File: config.mk
export PLATFORM = sky130hd
export DESIGN_NAME = muldiv_flat
export DESIGN_NICKNAME = d
export VERILOG_FILES = /design/src/rtl/muldiv_pkg.sv /design/src/rtl/muldiv_if.sv /design/src/rtl/muldiv.sv /design/src/flat_wrapper.sv
export SDC_FILE = /design/constraint.sdc
export NUM_CORES = 1
export LEC_CHECK = 0
export BUFFER_PORTS_ARGS = -buffer_cell sky130_fd_sc_hd__buf_2
export CORE_MARGIN = 2
export CORE_UTILIZATION = 45
export CTS_CLUSTER_SIZE = 20
export DETAILED_ROUTE_END_ITERATION = 8
export PLACE_DENSITY_LB_ADDON = 0.25
export SLEW_MARGIN = 15
export SYNTH_ARGS = -nofsm -noshare
export SYNTH_HDL_FRONTEND = slang
export SYNTH_SLANG_ARGS = --single-unit
export TNS_END_PERCENT = 5
File: constraint.sdc
create_clock -name i_clk -period 6 [get_ports i_clk]
set_input_delay 1.5 -clock i_clk [delete_from_list [all_inputs] [get_ports i_clk]]
set_output_delay 1.5 -clock i_clk [all_outputs]
set_load 0.03 [all_outputs]
File: src/rtl/muldiv_pkg.sv
// muldiv shared types: op encoding, FSM state codes
// and small op-class helpers.
package muldiv_pkg;

  typedef enum logic [2:0] {
    MD_MUL    = 3'd0,
    MD_MULH   = 3'd1,
    MD_MULHSU = 3'd2,
    MD_MULHU  = 3'd3,
    MD_DIV    = 3'd4,
    MD_DIVU   = 3'd5,
    MD_REM    = 3'd6,
    MD_REMU   = 3'd7
  } muldiv_op_t;

  typedef logic [1:0] muldiv_state_t;

  localparam muldiv_state_t MD_IDLE = 2'd0;
  localparam muldiv_state_t MD_BUSY = 2'd1;
  localparam muldiv_state_t MD_DONE = 2'd2;

  function automatic logic op_is_mul(muldiv_op_t op);
    return ~op[2];
  endfunction

  function automatic logic op_is_rem(muldiv_op_t op);
    return (op == MD_REM) || (op == MD_REMU);
  endfunction

  function automatic logic op_a_signed(muldiv_op_t op);
    return (op == MD_MUL) || (op == MD_MULH) ||
           (op == MD_MULHSU) || (op == MD_DIV) ||
           (op == MD_REM);
  endfunction

  function automatic logic op_b_signed(muldiv_op_t op);
    return (op == MD_MUL) || (op == MD_MULH) ||
           (op == MD_DIV) || (op == MD_REM);
  endfunction

endpackage

File: src/rtl/muldiv_if.sv
// muldiv request/response bundle with valid/ready
// handshakes; master drives requests, slave is the unit.
interface muldiv_if #(
  parameter int WIDTH = 32
);
  import muldiv_pkg::*;

  logic             i_valid;
  logic             o_ready;
  muldiv_op_t       i_op;
  logic [WIDTH-1:0] i_op_a;
  logic [WIDTH-1:0] i_op_b;
  logic             i_flush;
  logic             o_valid;
  logic             i_ready;
  logic [WIDTH-1:0] o_result;

  modport master (
    output i_valid, i_op, i_op_a, i_op_b,
    output i_flush, i_ready,
    input  o_ready, o_valid, o_result
  );

  modport slave (
    input  i_valid, i_op, i_op_a, i_op_b,
    input  i_flush, i_ready,
    output o_ready, o_valid, o_result
  );

endinterface

File: src/rtl/muldiv.sv
// Iterative mul/div: one shift-add or restoring step
// per cycle on a shared acc/quo register pair.
module muldiv
  import muldiv_pkg::*;
#(
  parameter int WIDTH       = 32,
  parameter bit ZERO_BYPASS = 1'b1
) (
  input  logic i_clk,
  input  logic i_rst_n,
  muldiv_if.slave bus
);

  localparam int CW = $clog2(WIDTH);
  localparam logic [WIDTH-1:0] MIN_NEG =
    {1'b1, {(WIDTH-1){1'b0}}};

  muldiv_state_t    state;
  logic [CW-1:0]    cnt;
  muldiv_op_t       op_q;
  logic             neg_q;
  logic             rneg_q;
  logic [WIDTH:0]   acc;
  logic [WIDTH-1:0] quo;
  logic [WIDTH-1:0] dsr;
  logic             valid_q;
  logic [WIDTH-1:0] res_q;

  logic             accept;
  logic             a_neg;
  logic             b_neg;
  logic [WIDTH-1:0] a_mag;
  logic [WIDTH-1:0] b_mag;
  logic             spec_hit;
  logic [WIDTH-1:0] spec_res;

  logic [WIDTH:0]     sum;
  logic [WIDTH:0]     shl;
  logic [WIDTH+1:0]   diff;
  logic [WIDTH:0]     acc_n;
  logic [WIDTH-1:0]   quo_n;
  logic [2*WIDTH-1:0] prod;
  logic [2*WIDTH-1:0] prod_f;
  logic [WIDTH-1:0]   quo_f;
  logic [WIDTH-1:0]   rem_f;
  logic [WIDTH-1:0]   fix_res;

  assign bus.o_ready  = (state == MD_IDLE);
  assign bus.o_valid  = valid_q;
  assign bus.o_result = res_q;

  assign accept = bus.i_valid & (state == MD_IDLE)
                & ~bus.i_flush;

  // operand magnitudes and sign flags for the accept edge
  always_comb begin
    a_neg = op_a_signed(bus.i_op) & bus.i_op_a[WIDTH-1];
    b_neg = op_b_signed(bus.i_op) & bus.i_op_b[WIDTH-1];
    a_mag = a_neg ? -bus.i_op_a : bus.i_op_a;
    b_mag = b_neg ? -bus.i_op_b : bus.i_op_b;
  end

  // results that need no iteration
  always_comb begin
    spec_hit = 1'b0;
    spec_res = '0;
    if (op_is_mul(bus.i_op)) begin
      if (ZERO_BYPASS &&
          (bus.i_op_a == '0 || bus.i_op_b == '0)) begin
        spec_hit = 1'b1;
      end
    end else if (bus.i_op_b == '0) begin
      spec_hit = 1'b1;
      spec_res = op_is_rem(bus.i_op) ? bus.i_op_a : '1;
    end else if ((bus.i_op == MD_DIV ||
                  bus.i_op == MD_REM) &&
                 bus.i_op_a == MIN_NEG &&
                 bus.i_op_b == '1) begin
      spec_hit = 1'b1;
      spec_res = (bus.i_op == MD_DIV) ? bus.i_op_a : '0;
    end
  end

  // one multiply or divide bit-step
  always_comb begin
    sum  = {1'b0, acc[WIDTH-1:0]}
         + (quo[0] ? {1'b0, dsr} : '0);
    shl  = {acc[WIDTH-1:0], quo[WIDTH-1]};
    diff = {1'b0, shl} - {2'b00, dsr};
    if (op_is_mul(op_q)) begin
      acc_n = {1'b0, sum[WIDTH:1]};
      quo_n = {sum[0], quo[WIDTH-1:1]};
    end else if (diff[WIDTH+1]) begin
      acc_n = shl;
      quo_n = {quo[WIDTH-2:0], 1'b0};
    end else begin
      acc_n = diff[WIDTH:0];
      quo_n = {quo[WIDTH-2:0], 1'b1};
    end
  end

  // sign fixup and result select on the last step
  always_comb begin
    prod   = {acc_n[WIDTH-1:0], quo_n};
    prod_f = neg_q ? -prod : prod;
    quo_f  = neg_q ? -quo_n : quo_n;
    rem_f  = rneg_q ? -acc_n[WIDTH-1:0]
                    : acc_n[WIDTH-1:0];
    fix_res = '0;
    unique case (1'b1)
      op_q == MD_MUL:
        fix_res = prod_f[WIDTH-1:0];
      op_is_mul(op_q) && op_q != MD_MUL:
        fix_res = prod_f[2*WIDTH-1:WIDTH];
      op_q == MD_DIV || op_q == MD_DIVU:
        fix_res = quo_f;
      op_is_rem(op_q):
        fix_res = rem_f;
      default:
        fix_res = '0;
    endcase
  end

  // FSM, datapath registers and registered output
  always_ff @(posedge i_clk or negedge i_rst_n) begin
    if (!i_rst_n) begin
      state   <= MD_IDLE;
      cnt     <= '0;
      op_q    <= MD_MUL;
      neg_q   <= 1'b0;
      rneg_q  <= 1'b0;
      acc     <= '0;
      quo     <= '0;
      dsr     <= '0;
      valid_q <= 1'b0;
      res_q   <= '0;
    end else if (bus.i_flush) begin
      state   <= MD_IDLE;
      valid_q <= 1'b0;
    end else begin
      unique case (state)
        MD_IDLE: begin
          if (accept) begin
            op_q   <= bus.i_op;
            neg_q  <= a_neg ^ b_neg;
            rneg_q <= a_neg;
            cnt    <= CW'(WIDTH - 1);
            acc    <= '0;
            if (spec_hit) begin
              state <= MD_DONE;
              res_q <= spec_res;
            end else begin
              state <= MD_BUSY;
              if (op_is_mul(bus.i_op)) begin
                dsr <= a_mag;
                quo <= b_mag;
              end else begin
                dsr <= b_mag;
                quo <= a_mag;
              end
            end
          end
        end
        MD_BUSY: begin
          acc <= acc_n;
          quo <= quo_n;
          if (cnt == '0) begin
            state   <= MD_DONE;
            valid_q <= 1'b1;
            res_q   <= fix_res;
          end else begin
            cnt <= cnt - CW'(1);
          end
        end
        MD_DONE: begin
          if (!valid_q) begin
            valid_q <= 1'b1;
          end else if (bus.i_ready) begin
            valid_q <= 1'b0;
            state   <= MD_IDLE;
          end
        end
        default: begin
          state <= MD_IDLE;
        end
      endcase
    end
  end

endmodule

File: src/flat_wrapper.sv
// flat-port wrapper written by rule: the top's interface ports become plain ports
module muldiv_flat import muldiv_pkg::*;
#(
  parameter int WIDTH       = 32,
  parameter bit ZERO_BYPASS = 1'b1
)
  (i_clk, i_rst_n, bus_i_valid, bus_i_op, bus_i_op_a, bus_i_op_b, bus_i_flush, bus_i_ready, bus_o_ready, bus_o_valid, bus_o_result);
  muldiv_if #(.WIDTH(WIDTH)) bus_i ();
  input  logic i_clk;
  input  logic i_rst_n;
  input wire logic [$bits(bus_i.i_valid)-1:0] bus_i_valid;
  input wire logic [$bits(bus_i.i_op)-1:0] bus_i_op;
  input wire logic [$bits(bus_i.i_op_a)-1:0] bus_i_op_a;
  input wire logic [$bits(bus_i.i_op_b)-1:0] bus_i_op_b;
  input wire logic [$bits(bus_i.i_flush)-1:0] bus_i_flush;
  input wire logic [$bits(bus_i.i_ready)-1:0] bus_i_ready;
  output wire logic [$bits(bus_i.o_ready)-1:0] bus_o_ready;
  output wire logic [$bits(bus_i.o_valid)-1:0] bus_o_valid;
  output wire logic [$bits(bus_i.o_result)-1:0] bus_o_result;
  assign bus_i.i_valid = bus_i_valid;
  assign bus_i.i_op = bus_i_op;
  assign bus_i.i_op_a = bus_i_op_a;
  assign bus_i.i_op_b = bus_i_op_b;
  assign bus_i.i_flush = bus_i_flush;
  assign bus_i.i_ready = bus_i_ready;
  assign bus_o_ready = bus_i.o_ready;
  assign bus_o_valid = bus_i.o_valid;
  assign bus_o_result = bus_i.o_result;
  muldiv #(.WIDTH(WIDTH), .ZERO_BYPASS(ZERO_BYPASS)) u_core (.i_clk(i_clk), .i_rst_n(i_rst_n), .bus(bus_i));
endmodule
Word level (Yosys, flattened, before mapping)
Index checks and enable logic that the tools add are counted.
- register bits after elaboration: 141
- bits of input ports: 72
- output and inout port bits: 34
- logic and storage cells: 125
- add/sub/neg operators: 8
- equality and inequality tests: 22
- mux-type cells: 46
- bitwise operators: 8
- reductions and logical operators: 31
- operators with widths (cell ; number):
    $mux 32 ; 21
    $pmux 32 s2 ; 3
    $neg 32->32 ; 4
    $pmux 32 s4 ; 1
    $eq 32x32->1 const B ; 2
    $logic_not 32->1 ; 2
    $mux 64 ; 1
    $neg 64->64 ; 1
    $sub 33x32->34 ; 1
    $add 32x32->33 ; 1
    $eq 3x3->1 const B ; 7
    $reduce_and 4->1 ; 4
    $mux 2 ; 6
    $logic_or 1x1->1 ; 11
    $mux 5 ; 2
    $pmux 5 s2 ; 1
    $mux 1 ; 9
    $ne 3x2->1 const B ; 3
    $logic_not 3->1 ; 2
    $ne 2x1->1 const B ; 3
    $pmux 2 s3 ; 1
    $reduce_and 3->1 ; 2
    $reduce_bool 3->1 ; 2
    $logic_not 5->1 ; 1
    other kinds (16) ; 24

Logic depth before layout (Yosys ltp)
- depth in word-level cells: 11
- depth in mapped cells: 27
- mapped depth without buffers: 22

Worst setup path after synthesis
No wires, ideal clock.
- path kind: register to register
- start point: register u_core.acc[11]
- end point: register u_core.res_q[30], in the netlist u_core.bus.o_result[30]
- library setup time: 0.131 ns
- data arrival time: 5.666 ns
- data required time: 5.869 ns
- setup slack: 0.204 ns
- cell stages (with the launch flop): 25
- clock period less this slack: 5.796 ns
- cell sequence: dfrtp_1 > ha_1 > a21oi_1 > o21ai_1 > a221o_1 > o31a_2 > nor2_2 > buf_6 > buf_4 > clkbuf_1 > nand2_1 > o21ai_0 > ha_1 > o21ai_1 > nand2b_1 > or3_1 > or3_1 > nand3b_1 > or3_1 > or2_1 > or2_4 > o31ai_2 > xor2_1 > a221oi_1 > o21ai_1
- cells in the longest elaborated chain, start to end: 8
- ends and longest elaborated chain (element ; line ; text):
    start, declared ; muldiv.sv:23 ; logic [WIDTH:0] acc;
    start signal, assigned ; muldiv.sv:165 ; acc <= acc_n;
    $sub 33x32->34 ; muldiv.sv:89 ; diff = {1'b0, shl} - {2'b00, dsr};
    $mux 1 or $mux 32 (tied branches) ; muldiv.sv:93 ; end else if (diff[WIDTH+1]) begin
    $mux 32 ; muldiv.sv:90 ; if (op_is_mul(op_q)) begin
    $neg 64->64 (tied with other cells) ; muldiv.sv:105 ; prod_f = neg_q ? -prod : prod;
    $mux 64 (tied with other cells) ; muldiv.sv:105 ;
    $pmux 32 s4 (*) ; muldiv.sv:110 ; unique case (1'b1)
    $mux 32 (*) ; muldiv.sv:167 ; if (cnt == '0) begin
    $pmux 32 s2 (*) ; muldiv.sv:141 ; unique case (state)
    end signal, assigned ; muldiv.sv:151 ; res_q <= spec_res;
    end signal, assigned ; muldiv.sv:170 ; res_q <= fix_res;
    end, declared ; muldiv.sv:27 ; logic [WIDTH-1:0] res_q;
Mark *: on every way between the ends. The rest lies on a longest branch, timed or not. The select of a mux whose other input is x is not followed.
A chain may end at the register's enable or synchronous reset.

Final worst setup path
- start point: register u_core.dsr[12]
- end point: register u_core.res_q[30], in the netlist u_core.bus.o_result[30]
- cells in the longest elaborated chain, start to end: 8
- ends and longest elaborated chain (element ; line ; text):
    start, declared ; muldiv.sv:25 ; logic [WIDTH-1:0] dsr;
    start signal, assigned ; muldiv.sv:155 ; dsr <= a_mag;
    start signal, assigned ; muldiv.sv:158 ; dsr <= b_mag;
    $sub 33x32->34 or $mux 32 (tied branches) ; muldiv.sv:89, muldiv.sv:87 ;
    $mux 1 (tied with other cells) ; muldiv.sv:93 ;
    $mux 32 ; muldiv.sv:90 ;
    $neg 64->64 (tied with other cells) ; muldiv.sv:105 ;
    $mux 64 (tied with other cells) ; muldiv.sv:105 ;
    $pmux 32 s4 (*) ; muldiv.sv:110 ;
    $mux 32 (*) ; muldiv.sv:167 ;
    $pmux 32 s2 (*) ; muldiv.sv:141 ;
Marked as above.

==> results_dict.tcl <==
set metrics [dict create \
    ys_seq_elements 141 \
    syn2layout_area_growth_pct 10.8 \
    cp_top_family "simple AND/OR/NAND/NOR gates" \
    critPathBufInv 1 \
    drv_slew 0 \
    cts_resized 0 \
    end_kind "flip-flop" \
    route.detailed.drc 0 \
    cap_violations 0 \
    p_leak_nw 7.43 \
    crit_end "u_core.bus.o_result[30]" \
    crit_arrival_ns 6.07 \
    io_buffers 105 \
    fin_crit_sh_pct 95.7 \
    cts_tree "built" \
    fmaxAchievable_ghz 0.174 \
    cp_slowest_stage_delay_ns 0.45 \
    hold_ws_ns 0.486 \
    firstDrtPassIters 6 \
    grt_pass1_vias 16200 \
    stdcell_count 2760 \
    worstSkewPairLatency_ns 0.46 \
    wl_per_cell_microns 23.5 \
    cp_slowest_cell "or3_1" \
    max_slew_margin_pct 33.0 \
    peakVddDrop_mv 0.255 \
    fin_worst_skew_ns 0.0135 \
    p_sw_share_pct 53.4 \
    p_per_area_nw_per_um2 464 \
    root_buffer "clkbuf_16" \
    p_int_mw 3.85 \
    dieWidth_microns 193 \
    nNetsFinal 2430 \
    std_cell_rows 69 \
    die_h_microns 193 \
    ys_async_sr_fraction_pct 100 \
    power_switching_mw 4.42 \
    status "finished clean" \
    grt_pass1_wl_mm 98.6 \
    totalNegativeSetupSlack_ns 0 \
    clockPowerShare_pct 14.9 \
    r2r_start "u_core.dsr[12]" \
    synth_cells 2231 \
    cts.clk_slew.worst_paths_ns 0.07 \
    setup.worst_path.start "u_core.dsr[12]" \
    syn_area_per_cell_sq_um 7.21 \
    worst-r2r-setup-slack_ns 0.26 \
    fin_util_pct 50.3 \
    crit_path_frequent_cell "o21ai_1" \
    synth_edf_count 0 \
    htreeDepth 4 \
    crit_fanout 7 \
    start_util_pct 45.4 \
    dp_hpwl_mm 51.4 \
    cp-start-kind "flip-flop" \
    yosysWarnings 0 \
    clk_path_buf_depth 2 \
    ys.flop_type "dfrtp_1" \
    drt-initial-drc-count 1920 \
    finalCriticalPeriod_ns 5.74 \
    core-area_sq_um 35400 \
    dieArea_sq_um 37300 \
    drive_gt1_share_pct 11.8 \
    worstPathCellList "inv_1, ha_1, a21oi_1, o21ai_1, a221o_1, o31a_2, nor2_2, nand2_1, o21ai_2, ha_1, o21ai_1, nand2b_1, or3_1, or3_1, nand3b_1, or3_4, or2_1, or2_4, o31ai_2, xor2_1, a221oi_1, o21ai_1" \
    ant_nets 0 \
    gp_congestion 1.04 \
    crit_cells 22 \
    via_per_inst 6.32 \
    antenna_found_initial 3 \
    setup.worst_path.class "reg2reg" \
    reg2reg_to "u_core.bus.o_result[30]" \
    cts.sinks 141 \
    hold_buffers 0 \
    required_ns 6.33 \
    setup_viol 0 \
    dp.cells 2727 \
    post_cts_buffers 0 \
    wl_mm 64.9 \
    num_vias 17400 \
    ios 106 \
    hp-class "reg2reg" \
    total_power_mw 8.27 \
    yosysSeqAreaShare_pct 21.9 \
    worst_slew_pin_slew_ns 1.00 \
    reg2regPathDepth 22 \
    grt_remaining_overflow 0 \
    cts_buffers 17 \
    layout_commonest_cell "nand2_1" \
    layout_common_cells "290 x nand2_1, 243 x o21ai_0, 235 x nor2_1, 217 x a21oi_1, 139 x dfrtp_1" \
    grt_max_degree 77 \
    pwr-share-comb_pct 67.2 \
    finalHoldViolCount 0 \
    netlist_area_sq_um 16100 \
    grtUsageTotal_pct 35.2 \
    syn_nets 2376 \
    ys_types 107 \
    pwr-share-seq_pct 17.9 \
]
-- per-stage QoR --
step,setup slack (ns),cell area [sq um]
finish,0.260,17800
global route,-0.0236,17800
CTS,0.230,17800
detailed placement,0.260,17100
global placement,0.373,17100
floorplan,0.204,16100
-- registers in the layout, summed over array words and instances (netlist names) --
name / cells
u_core.cnt: 5
u_core.neg_q: 1
u_core.state: 2
u_core.dsr: 32
u_core.quo: 32
u_core.acc: 32
u_core.op_q: 3
u_core.rneg_q: 1
u_core.bus.o_result: 32
u_core.bus.o_valid: 1
-- Yosys cell counts, types with 18 or more instances --
cell / instances / area (sq um)
nor2_1: 235 / 882
nand4_1: 24 / 150
o31ai_1: 24 / 180
dfrtp_1: 141 / 3530
nand2_1: 291 / 1090
clkbuf_1: 98 / 368
ha_1: 71 / 888
o211ai_1: 21 / 158
or3_1: 21 / 131
xnor2_1: 100 / 876
a21oi_1: 218 / 1090
and2_1: 44 / 275
xor2_1: 77 / 674
o21ai_1: 22 / 110
mux2i_1: 37 / 370
o21ai_0: 244 / 1220
nand3_1: 31 / 155
o21a_1: 18 / 135
inv_1: 74 / 278
a211oi_1: 23 / 173
nor3_1: 67 / 335
-- kinds of logic (layout without fill, tap and decap cells) --
family	count (synthesis)	after routing	share of synthesized area [%]
fa+ha+maj	73	73	5.77
compound gates	752	752	29.9
xor+xnor	177	177	9.64
simple gates	840	840	24.9
flops	141	141	21.9
buf+inv	205	272	5.12
other cells	0	1	0
mux	43	43	2.72
-- worst min path at each step --
stage	start	end	slack, ns	cells past startpoint
after floorplan	u_core.dsr[10]	u_core.dsr[10]	0.46	2
after detailed placement	u_core.bus.o_result[6]	u_core.bus.o_result[6]	0.48	2
final	u_core.bus.o_result[6]	u_core.bus.o_result[6]	0.49	2
after CTS	u_core.bus.o_result[6]	u_core.bus.o_result[6]	0.49	2
after global routing	u_core.dsr[29]	u_core.dsr[29]	0.53	2
after global placement	u_core.bus.o_result[0]	u_core.bus.o_result[0]	0.46	2
-- worst register-to-register path, stage by stage, from the launching register on --
cell,delay [ns]
dfrtp_1,0.37
inv_1,0.05
ha_1,0.37
a21oi_1,0.25
o21ai_1,0.14
a221o_1,0.37
o31a_2,0.38
nor2_2,0.17
nand2_1,0.12
o21ai_2,0.14
ha_1,0.19
o21ai_1,0.08
nand2b_1,0.16
or3_1,0.40
or3_1,0.45
nand3b_1,0.21
or3_4,0.44
or2_1,0.29
or2_4,0.27
o31ai_2,0.28
xor2_1,0.11
a221oi_1,0.28
o21ai_1,0.09
-- area by class of cell --
type / instances / area, sq um
multi-input cells: 1885 / 11800
inverters: 75 / 282
clock inverters: 13 / 215
fillers: 3615 / 17600
flip-flops and latches: 141 / 3530
well taps: 461 / 577
diodes: 1 / 2.50
clock buffers: 19 / 443
repair buffers: 165 / 997
-- metal layers --
| metal | share of wire (%) | vias up | GRT usage (%) |
|---|---|---|---|
| met4 | 6.4 | 2 | 20.6 |
| met2 | 44 | 845 | 54.7 |
| li1 | - | 8152 | - |
| met5 | 0.017 | - | 0 |
| met3 | 8.2 | 174 | 5.56 |
| met1 | 42 | 8266 | 46.4 |
-- power groups by stage --
stage	Sequential, mW	Clock (mW)	Combinational, mW
final	1.48	1.23	5.55
after global routing	1.52	1.27	5.96
after CTS	1.47	1.24	5.40
after detailed placement	1.49	0	5.36
after global placement	1.47	0	5.35
after floorplan	1.41	0	3.77
Power figures use the tool's default switching activity.
